$ cat src/rtl/apu_event_arbiter_pkg.sv
// apu_pkg: shared sound IDs, default sizing and width helpers for the APU event path.
package apu_pkg;

  localparam int SND_EAT   = 0;
  localparam int SND_DIE   = 1;
  localparam int SND_HIT   = 2;
  localparam int SND_SPARE = 3;

  localparam int DEFAULT_NUM_EVENTS     = 4;
  localparam int DEFAULT_HOLDOFF_FRAMES = 8;

  function automatic int calcIdWidth(input int n);
    return (n > 1) ? $clog2(n) : 1;
  endfunction

  function automatic int calcHoldoffWidth(input int frames);
    return (frames > 0) ? $clog2(frames + 1) : 1;
  endfunction

endpackage

$ cat src/rtl/apu_priority_picker.sv
// apu_priority_picker: combinational winner select over a request vector.
// Fixed lowest-index priority, or round-robin after last_grant_i when APU_EVENT_ROUNDROBIN_EN is defined.
module apu_priority_picker
  import apu_pkg::*;
#(
  parameter  int N  = DEFAULT_NUM_EVENTS,
  localparam int IW = calcIdWidth(N)
) (
`ifdef APU_EVENT_ROUNDROBIN_EN
  input  logic [IW-1:0] last_grant_i,
`endif
  input  logic [N-1:0]  req_i,
  output logic [IW-1:0] idx_o,
  output logic          any_o
);

  assign any_o = |req_i;

`ifdef APU_EVENT_ROUNDROBIN_EN
  // Scan starts one past the previous winner and wraps, so every requester is reached within N grants.
  always_comb begin
    int   j;
    logic found;
    idx_o = '0;
    found = 1'b0;
    j     = 0;
    for (int k = 1; k <= N; k++) begin
      j = (int'(last_grant_i) + k) % N;
      if (!found && req_i[j]) begin
        idx_o = IW'(j);
        found = 1'b1;
      end
    end
  end
`else
  always_comb begin
    idx_o = '0;
    for (int i = N - 1; i >= 0; i--) begin
      if (req_i[i]) idx_o = IW'(i);
    end
  end
`endif

endmodule

$ cat src/rtl/apu_event_arbiter.sv
// apu_event_arbiter: frame-sampled event edge detector with per-channel holdoff and a valid/ready sound ID output.
// Optional round-robin arbitration via APU_EVENT_ROUNDROBIN_EN (default: fixed lowest-index priority).
module apu_event_arbiter
  import apu_pkg::*;
#(
  parameter  int NUM_EVENTS     = DEFAULT_NUM_EVENTS,
  parameter  int HOLDOFF_FRAMES = DEFAULT_HOLDOFF_FRAMES,
  localparam int ID_W           = calcIdWidth(NUM_EVENTS)
) (
  input  logic                  clk,
  input  logic                  reset,
  input  logic                  frame_end,
  input  logic                  test_mode,
  input  logic [NUM_EVENTS-1:0] event_in,
  input  logic                  sound_ready,
  output logic                  sound_valid,
  output logic [ID_W-1:0]       sound_id,
  output logic [NUM_EVENTS-1:0] pending_o
);

  logic [NUM_EVENTS-1:0] sample_q, sample_d;
  logic [NUM_EVENTS-1:0] pending_q, pending_d;
  logic                  valid_q, valid_d;
  logic [ID_W-1:0]       id_q, id_d;

  logic [NUM_EVENTS-1:0] sampleEdge, edgeMask, grantMask, holdoffClear;
  logic                  outFree, grant, pickAny;
  logic [ID_W-1:0]       pickIdx;

`ifdef APU_EVENT_ROUNDROBIN_EN
  logic [ID_W-1:0] lastGrant_q, lastGrant_d;

  assign lastGrant_d = grant ? pickIdx : lastGrant_q;

  // Reset to the top index so channel 0 is first in line after reset.
  always_ff @(posedge clk) begin
    if (reset) lastGrant_q <= ID_W'(NUM_EVENTS - 1);
    else       lastGrant_q <= lastGrant_d;
  end

  apu_priority_picker #(.N(NUM_EVENTS)) uPicker (
    .last_grant_i (lastGrant_q),
    .req_i        (pending_q),
    .idx_o        (pickIdx),
    .any_o        (pickAny)
  );
`else
  apu_priority_picker #(.N(NUM_EVENTS)) uPicker (
    .req_i (pending_q),
    .idx_o (pickIdx),
    .any_o (pickAny)
  );
`endif

  // Grant clears the winner after the edge merge, so an edge landing on the winner in the same cycle is lost.
  always_comb begin
    outFree    = ~valid_q | sound_ready;
    grant      = outFree & pickAny;
    grantMask  = grant ? (NUM_EVENTS'(1) << pickIdx) : '0;
    sampleEdge = event_in & ~sample_q;
    if (test_mode)      edgeMask = sampleEdge;
    else if (frame_end) edgeMask = sampleEdge & holdoffClear;
    else                edgeMask = '0;
    sample_d  = (test_mode | frame_end) ? event_in : sample_q;
    pending_d = (pending_q | edgeMask) & ~grantMask;
    valid_d   = outFree ? pickAny : valid_q;
    id_d      = grant ? pickIdx : id_q;
  end

  always_ff @(posedge clk) begin
    if (reset) begin
      sample_q  <= '0;
      pending_q <= '0;
      valid_q   <= 1'b0;
      id_q      <= '0;
    end else begin
      sample_q  <= sample_d;
      pending_q <= pending_d;
      valid_q   <= valid_d;
      id_q      <= id_d;
    end
  end

  generate
    if (HOLDOFF_FRAMES > 0) begin : gHoldoff
      localparam int HW = calcHoldoffWidth(HOLDOFF_FRAMES);
      logic [HW-1:0] holdoff_q [NUM_EVENTS];

      // The gate reads the pre-decrement count, so a channel reaching zero on this frame_end is still deaf.
      always_ff @(posedge clk) begin
        if (reset) begin
          for (int i = 0; i < NUM_EVENTS; i++) holdoff_q[i] <= '0;
        end else begin
          for (int i = 0; i < NUM_EVENTS; i++) begin
            if (grantMask[i])
              holdoff_q[i] <= HW'(HOLDOFF_FRAMES);
            else if (frame_end && !test_mode && holdoff_q[i] != '0)
              holdoff_q[i] <= holdoff_q[i] - HW'(1);
          end
        end
      end

      always_comb begin
        holdoffClear = '0;
        for (int i = 0; i < NUM_EVENTS; i++) holdoffClear[i] = (holdoff_q[i] == '0);
      end
    end else begin : gNoHoldoff
      assign holdoffClear = '1;
    end
  endgenerate

  assign sound_valid = valid_q;
  assign sound_id    = id_q;
  assign pending_o   = pending_q;

endmodule
$ cat config.mk
export PLATFORM = sky130hd
export DESIGN_NAME = apu_event_arbiter
export DESIGN_NICKNAME = d
export VERILOG_FILES = /design/src/rtl/apu_event_arbiter_pkg.sv /design/src/rtl/apu_priority_picker.sv /design/src/rtl/apu_event_arbiter.sv
export SDC_FILE = /design/constraint.sdc
export NUM_CORES = 1
export LEC_CHECK = 0
export CAP_MARGIN = 10
export CORE_ASPECT_RATIO = 1.5
export CORE_MARGIN = 1.5
export CORE_UTILIZATION = 49
export CTS_CLUSTER_SIZE = 16
export DETAILED_ROUTE_END_ITERATION = 7
export PLACE_DENSITY = 0.71
export SLEW_MARGIN = 10
export SYNTH_ARGS = -nofsm -noshare
export SYNTH_HDL_FRONTEND = slang
export SYNTH_HIERARCHICAL = 1
export SYNTH_SLANG_ARGS = --single-unit
$ cat constraint.sdc
create_clock -name clk -period 4.7 [get_ports clk]
set_clock_uncertainty 0.15 [all_clocks]
set_input_delay 0.94 -clock clk [delete_from_list [all_inputs] [get_ports clk]]
set_output_delay 0.94 -clock clk [all_outputs]
set_load 0.02 [all_outputs]
==> results of run 1 <==
[routing by layer]
metal  up-vias  track usage  wire length, µm
met5         -            0                0
met4         0      0.07407               47
met3         4      0.01563               53
met2        20       0.3153             1406
met1       502       0.2427             1139
li1        555            -                -
[state kept, by name, indices dropped and copies added (netlist names)]
| register | count |
|---|---|
| sample_q | 4 |
| gHoldoff.holdoff_q | 16 |
| sound_valid | 1 |
| sound_id | 2 |
| pending_o | 4 |
[synthesized netlist by cell type (all sizes together)]
cell type / n / area (µm²)
inv: 20 / 75.07
a211oi: 2 / 25.02
a21oi: 8 / 43.79
o2111ai: 4 / 35.03
a31oi: 2 / 12.51
nor2b: 2 / 12.51
ha: 4 / 50.05
nand4: 4 / 25.02
and2: 1 / 6.260
nand2b: 7 / 51.30
nand2: 13 / 48.80
or2: 1 / 6.260
o21ai: 2 / 10.01
clkbuf: 1 / 3.750
o31ai: 4 / 35.03
nor3: 21 / 115.1
a21boi: 2 / 15.01
edfxtp: 16 / 480.5
o211ai: 2 / 15.01
dfxtp: 11 / 220.2
nor2: 3 / 11.26
buf: 3 / 21.27
xnor2: 8 / 70.07
nor3b: 5 / 48.80
nand3: 1 / 5.000
[worst min-delay path: stages (launching register included)]
cell and delay (ps):
sky130_fd_sc_hd__dfxtp_1 320, sky130_fd_sc_hd__nand2_1 50, sky130_fd_sc_hd__a21oi_1 50
[layout make-up]
cell class,count,area [µm²]
clock buffers,4,45.04
fillers,243,1075
inverters,20,75.07
multi-input cells,96,641.9
flip-flops and latches,27,700.7
well taps,37,46.29
repair buffers,15,150.1
[metrics by stage]
step / hold slack, ps / std cells
4_1_cts: 309.8 / 199
3_5_place_dp: 298.0 / 195
3_3_place_gp: 292.2 / 195
2_1_floorplan: 281.9 / 147
6_report: 306.4 / 199
5_1_grt: 323.7 / 199
[power breakdown]
group          internal (mW)  leakage [nW]  switching [mW]
Combinational         0.0685         0.296          0.0894
Sequential             0.283         0.260          0.0202
Clock                 0.0606        0.0228          0.0675
[kinds of logic after synthesis]
kind of cell,Yosys count,synth area share
buf+inv,24,0.06938
compound gates,26,0.1327
simple gates,58,0.2290
flops,27,0.4857
xor+xnor,8,0.04857
fa+ha+maj,4,0.03469
[final timing paths]
check	from	endpoint	slack, ps
worst max register to register	pending_o[2]	gHoldoff.holdoff_q[2][3]	2260
worst max-delay path	reset	gHoldoff.holdoff_q[3][0]	1940
worst min register to register	sample_q[1]	sample_q[1]	310
worst min-delay path	sample_q[1]	sample_q[1]	310
==> out/qor.tcl, run 1 <==
set qor(status) {finished, final reports clean}
set qor(n_antenna_cell) 0
set qor(endpoint_type_of_the_worst_setup_path) {flop}
set qor(cts_repair_resize_count) 0
set qor(boundaryPins) 16
set qor(design_power_total_mw) 0.5893
set qor(synth.lib_cells_used.distinct) 31
set qor(cts_inserted_buffers) 3
set qor(layout_commonest_cell) {sky130_fd_sc_hd__inv_1}
set qor(drt_pre_antenna_iters) 4
set qor(detail-route-antenna-nets) 0
set qor(die_area_mm2) 0.003286
set qor(kind_of_launch_point_of_the_worst_setup_path) {input port}
set qor(grt.total_usage) 0.1901
set qor(crit_arrival_ps) 2540
set qor(syn_nets) 160
set qor(vdd.ir_drop.worst_mv) 0.2531
set qor(critical_path_class) {in2reg}
set qor(fp.dieH_um) 69.46
set qor(reg2regPathDepth) 5
set qor(root_buffer) {sky130_fd_sc_hd__clkbuf_8}
set qor(tightest_slew_ps) 880.4
set qor(tritoncts) {built}
set qor(critical-path-slowest-cell) {sky130_fd_sc_hd__clkdlybuf4s50_1}
set qor(yosys_warnings) 6
set qor(std_cell_rows) 23
set qor(core_mm2) 0.002734
set qor(finalNetCount) 176
set qor(h-tree-depth) 1
set qor(post_cts_hold_buffer_count) 0
set qor(critical_path.cell_chain) {clkdlybuf4s50_1, nor3b_4, nand2b_1, o211ai_1}
set qor(cts_num_sinks) 27
set qor(post_drt_via_cell_ratio) 5.432
set qor(time_the_final_worst_path_needs_with_i_o_delays_and_setup_ps) 2757
set qor(final_report_hold_violation_count) 0
set qor(final_layout_size_suffix_gt1_frac) 0.08025
set qor(total_leakage_power_nw) 0.5781
set qor(post-route-cell-area_mm2) 0.001659
set qor(route.detailed.drc) 0
set qor(timing_max_transition_violations_final) 0
set qor(critical_path_buf_inv_count) 1
set qor(final-setup-viol-count) 0
set qor(gp_congestion) 0.7876
set qor(pwr_density_cell_mw_per_mm2) 355.2
set qor(setup_total_negative_slack_ps) 0
set qor(crit_path_cell_count) 4
set qor(worst_ep_required_time_ps) 4480
set qor(postSynthAreaPerCell_um2) 9.814
set qor(route.detailed.wl_per_inst_um) 13.30
set qor(hold_path_depth) 2
set qor(syn_inst) 147
set qor(area_growth_from_synthesis_to_layout_pct) 15.00
set qor(timing.critical_path.fanout_max) 13
set qor(wire_length_of_the_first_global_routing_pass_um) 4636
set qor(io_buffers) 15
set qor(type_of_the_most_critical_hold_path) {reg2reg}
set qor(dp_slack_ps) 1659
set qor(worst_slew_margin_rel) 0.4085
set qor(dr_total_vias) 1081
set qor(die_width_um) 47.31
set qor(start_util) 0.5277
set qor(postCtsSetupRepairBufs) 0
set qor(overflow) 0
set qor(grt_max_degree) 15
set qor(unrepaired_setup_endpoints_after_global_routing) {no}
set qor(post-dp-hpwl_um) 2121
set qor(register_bit_count_reported_by_yosys) 27
set qor(clk_path_buf_depth) 2
set qor(max_cap_violations) 0
set qor(layout.core_utilization) 0.6069
set qor(most-common-layout-cells) {sky130_fd_sc_hd__inv_1 (20), sky130_fd_sc_hd__nor3_1 (19), sky130_fd_sc_hd__edfxtp_1 (16)}
set qor(timing.fmax_mhz) 362.7
set qor(postPlaceCellArea_mm2) 0.001614
set qor(first_global_vias) 1077
set qor(clock_insertion_delay_worst_skew_ps) 270
set qor(yosysSeqAreaShare) 0.4857
set qor(cell_area_after_technology_mapping_mm2) 0.001443
set qor(routed_wl_um) 2646
set qor(final_min_period_over_clock_period) 0.5867
set qor(critical-path-max-stage-delay_ps) 720
set qor(drt-initial-drc-count) 21
set qor(setup_slack_ps) 1943
set qor(largest_delay_contributor_family_on_the_critical_path) {buffers and inverters}
set qor(antenna_violations_before_repair) 0
set qor(path_clk_slew_ps) 90
No activity file was read; power rests on OpenSTA's default activity.
==> run 2: changes to the inputs <==
--- a/config.mk
+++ b/config.mk
@@ -11,7 +11,7 @@
 export CORE_UTILIZATION = 49
 export CTS_CLUSTER_SIZE = 16
 export DETAILED_ROUTE_END_ITERATION = 7
-export PLACE_DENSITY = 0.71
+export PLACE_DENSITY = 0.74
 export SLEW_MARGIN = 10
 export SYNTH_ARGS = -nofsm -noshare
 export SYNTH_HDL_FRONTEND = slang
==> constraint.sdc (replaced) <==
create_clock -name clk -period 2.4 [get_ports clk]
set_clock_uncertainty 0.15 [all_clocks]
set_input_delay 0.48 -clock clk [delete_from_list [all_inputs] [get_ports clk]]
set_output_delay 0.48 -clock clk [all_outputs]
set_load 0.02 [all_outputs]
==> run 2 against run 1 <==
- sequential share of layout area fell by 0.93 points
- setup slack got worse by 1500 ps
- clock power is 97% higher
- cell count increased by 2.5%
- flip-flop and latch count is the same
- critical endpoint is now pending_o[0]
==> out/qor.tcl, run 2 (same netlist as run 1, synthesis figures left out) <==
set qor(clk_path_buf_depth) 2
set qor(first_global_vias) 1201
set qor(max_cap_violations) 0
set qor(std_cell_rows) 23
set qor(sum_of_routed_wire_segments_on_met1_um) 1189
set qor(largest_reg_flops) 16
set qor(endpoint_type_of_the_worst_setup_path) {primary output}
set qor(detailroute.wirelength.met3_um) 61
set qor(critical-path-slowest-cell) {sky130_fd_sc_hd__clkdlybuf4s50_1}
set qor(hold_path_depth) 2
set qor(postCtsSetupRepairBufs) 0
set qor(type_of_the_most_critical_hold_path) {reg2reg}
set qor(cts_repair_resize_count) 0
set qor(timing.critical_path.fanout_max) 5
set qor(time_the_final_worst_path_needs_with_i_o_delays_and_setup_ps) 1985
set qor(met2_wirelength_um) 1737
set qor(finalNetCount) 181
set qor(layout_commonest_cell) {sky130_fd_sc_hd__inv_1}
set qor(timing.fmax_mhz) 503.9
set qor(n_antenna_cell) 0
set qor(critical_path_class) {reg2out}
set qor(post-dp-hpwl_um) 2521
set qor(cts_inserted_buffers) 3
set qor(largest_register) {gHoldoff.holdoff_q}
set qor(reg2regPathDepth) 5
set qor(h-tree-depth) 1
set qor(post_cts_hold_buffer_count) 0
set qor(grt_max_degree) 15
set qor(critical_path_buf_inv_count) 1
set qor(tightest_slew_ps) 515.7
set qor(critical_path.reg2reg.endpoint) {gHoldoff.holdoff_q[3][1]}
set qor(drt_pre_antenna_iters) 4
set qor(final_min_period_over_clock_period) 0.8270
set qor(io_buffers) 15
set qor(root_buffer) {sky130_fd_sc_hd__clkbuf_8}
set qor(drt-initial-drc-count) 41
set qor(post_drt_via_cell_ratio) 5.618
set qor(largest_delay_contributor_family_on_the_critical_path) {buffers and inverters}
set qor(timing_max_transition_violations_final) 0
set qor(critical_path.cell_chain) {clkdlybuf4s50_1}
set qor(final-setup-viol-count) 0
set qor(wire_length_of_the_first_global_routing_pass_um) 5147
set qor(cts_num_sinks) 27
set qor(setup_slack_ps) 415.3
set qor(routed_wl_um) 3085
set qor(tritoncts) {built}
set qor(dp_slack_ps) 214.8
set qor(gp_congestion) 0.8042
set qor(start_util) 0.5277
set qor(vdd.ir_drop.worst_mv) 0.4165
set qor(antenna_violations_before_repair) 0
set qor(worst_ep_required_time_ps) 1770
set qor(detail-route-antenna-nets) 0
set qor(unrepaired_setup_endpoints_after_global_routing) {no}
set qor(route.detailed.drc) 0
set qor(total_leakage_power_nw) 0.6015
set qor(clock_insertion_delay_worst_skew_ps) 270
set qor(die_area_mm2) 0.003286
set qor(pwr_density_cell_mw_per_mm2) 692.9
set qor(die_width_um) 47.31
set qor(worstHoldEndpoint) {sample_q[0]}
set qor(status) {finished, final reports clean}
set qor(hold_path_startpoint) {sample_q[0]}
set qor(boundaryPins) 16
set qor(overflow) 0
set qor(crit_arrival_ps) 1350
set qor(grt.total_usage) 0.2137
set qor(final_report_hold_violation_count) 0
set qor(worst_slew_margin_rel) 0.6555
set qor(worst-r2r-setup-slack_ps) 460
set qor(setup_total_negative_slack_ps) 0
set qor(kind_of_launch_point_of_the_worst_setup_path) {flop}
set qor(area_growth_from_synthesis_to_layout_pct) 17.61
set qor(core_mm2) 0.002734
set qor(final_layout_size_suffix_gt1_frac) 0.1078
set qor(critical-path-max-stage-delay_ps) 650
set qor(dr_total_vias) 1146
set qor(routed.top_layer) {met4}
set qor(route.detailed.wl_per_inst_um) 15.12
set qor(timing.rr.start) {pending_o[2]}
set qor(fp.dieH_um) 69.46
set qor(path_clk_slew_ps) 90
set qor(most-common-layout-cells) {sky130_fd_sc_hd__inv_1 (20), sky130_fd_sc_hd__nor3_1 (19), sky130_fd_sc_hd__edfxtp_1 (16)}
run 2: changes by cell type in the layout (fill, tap and decap cells not counted):
| cell | previous run | this run |
|---|---|---|
| sky130_fd_sc_hd__buf_4 | 0 | 5 |
run 2: worst register-to-register path, cell delays in order (launching register included):
cell and delay [ps]:
sky130_fd_sc_hd__dfxtp_1 350, sky130_fd_sc_hd__nand2b_1 180, sky130_fd_sc_hd__a21oi_2 210, sky130_fd_sc_hd__and2_1 200, sky130_fd_sc_hd__nand2_1 110, sky130_fd_sc_hd__o211ai_1 390
run 2: power by group:
| group | internal [mW] | total (mW) | switching, mW |
|---|---|---|---|
| clock network | 0.119 | 0.252 | 0.133 |
| registers | 0.554 | 0.596 | 0.0411 |
| logic | 0.143 | 0.328 | 0.185 |
run 2: worst max-delay path by stage:
stage	from	endpoint	depth (start not counted)
6_report	pending_o[0]	pending_o[0]	1
3_5_place_dp	frame_end	gHoldoff.holdoff_q[1][0]	4
5_1_grt	gHoldoff.holdoff_q[3][0]	gHoldoff.holdoff_q[3][3]	5
2_1_floorplan	pending_o[2]	gHoldoff.holdoff_q[2][3]	6
4_1_cts	pending_o[0]	pending_o[0]	1
3_3_place_gp	frame_end	gHoldoff.holdoff_q[1][2]	4
run 2: area by class of cell:
| type | instances | area (µm²) |
|---|---|---|
| multi-input combinational | 96 | 641.9 |
| clock buffer | 4 | 45.04 |
| tap | 37 | 46.29 |
| fill | 240 | 1037 |
| inverter | 20 | 75.07 |
| timing repair buffer | 20 | 187.7 |
| sequential | 27 | 700.7 |
run 2: per-layer routing:
layer  vias to the layer above  track usage
li1                        561            -
met1                       556       0.2260
met2                        20       0.3904
met3                         9      0.01563
met4                         0      0.09568
met5                         -            0
run 2: stage by stage:
stage	hold WS (ps)	instance area, µm²	total power [mW]	utilization	instances
2_1_floorplan	281.9	1443	0.8200	-	147
3_3_place_gp	291.0	1652	0.9084	0.6041	200
3_5_place_dp	301.6	1652	0.9338	0.6041	200
4_1_cts	313.9	1697	1.182	0.6206	204
5_1_grt	336.7	1697	1.235	0.6206	204
6_report	313.3	1697	1.176	0.6206	204
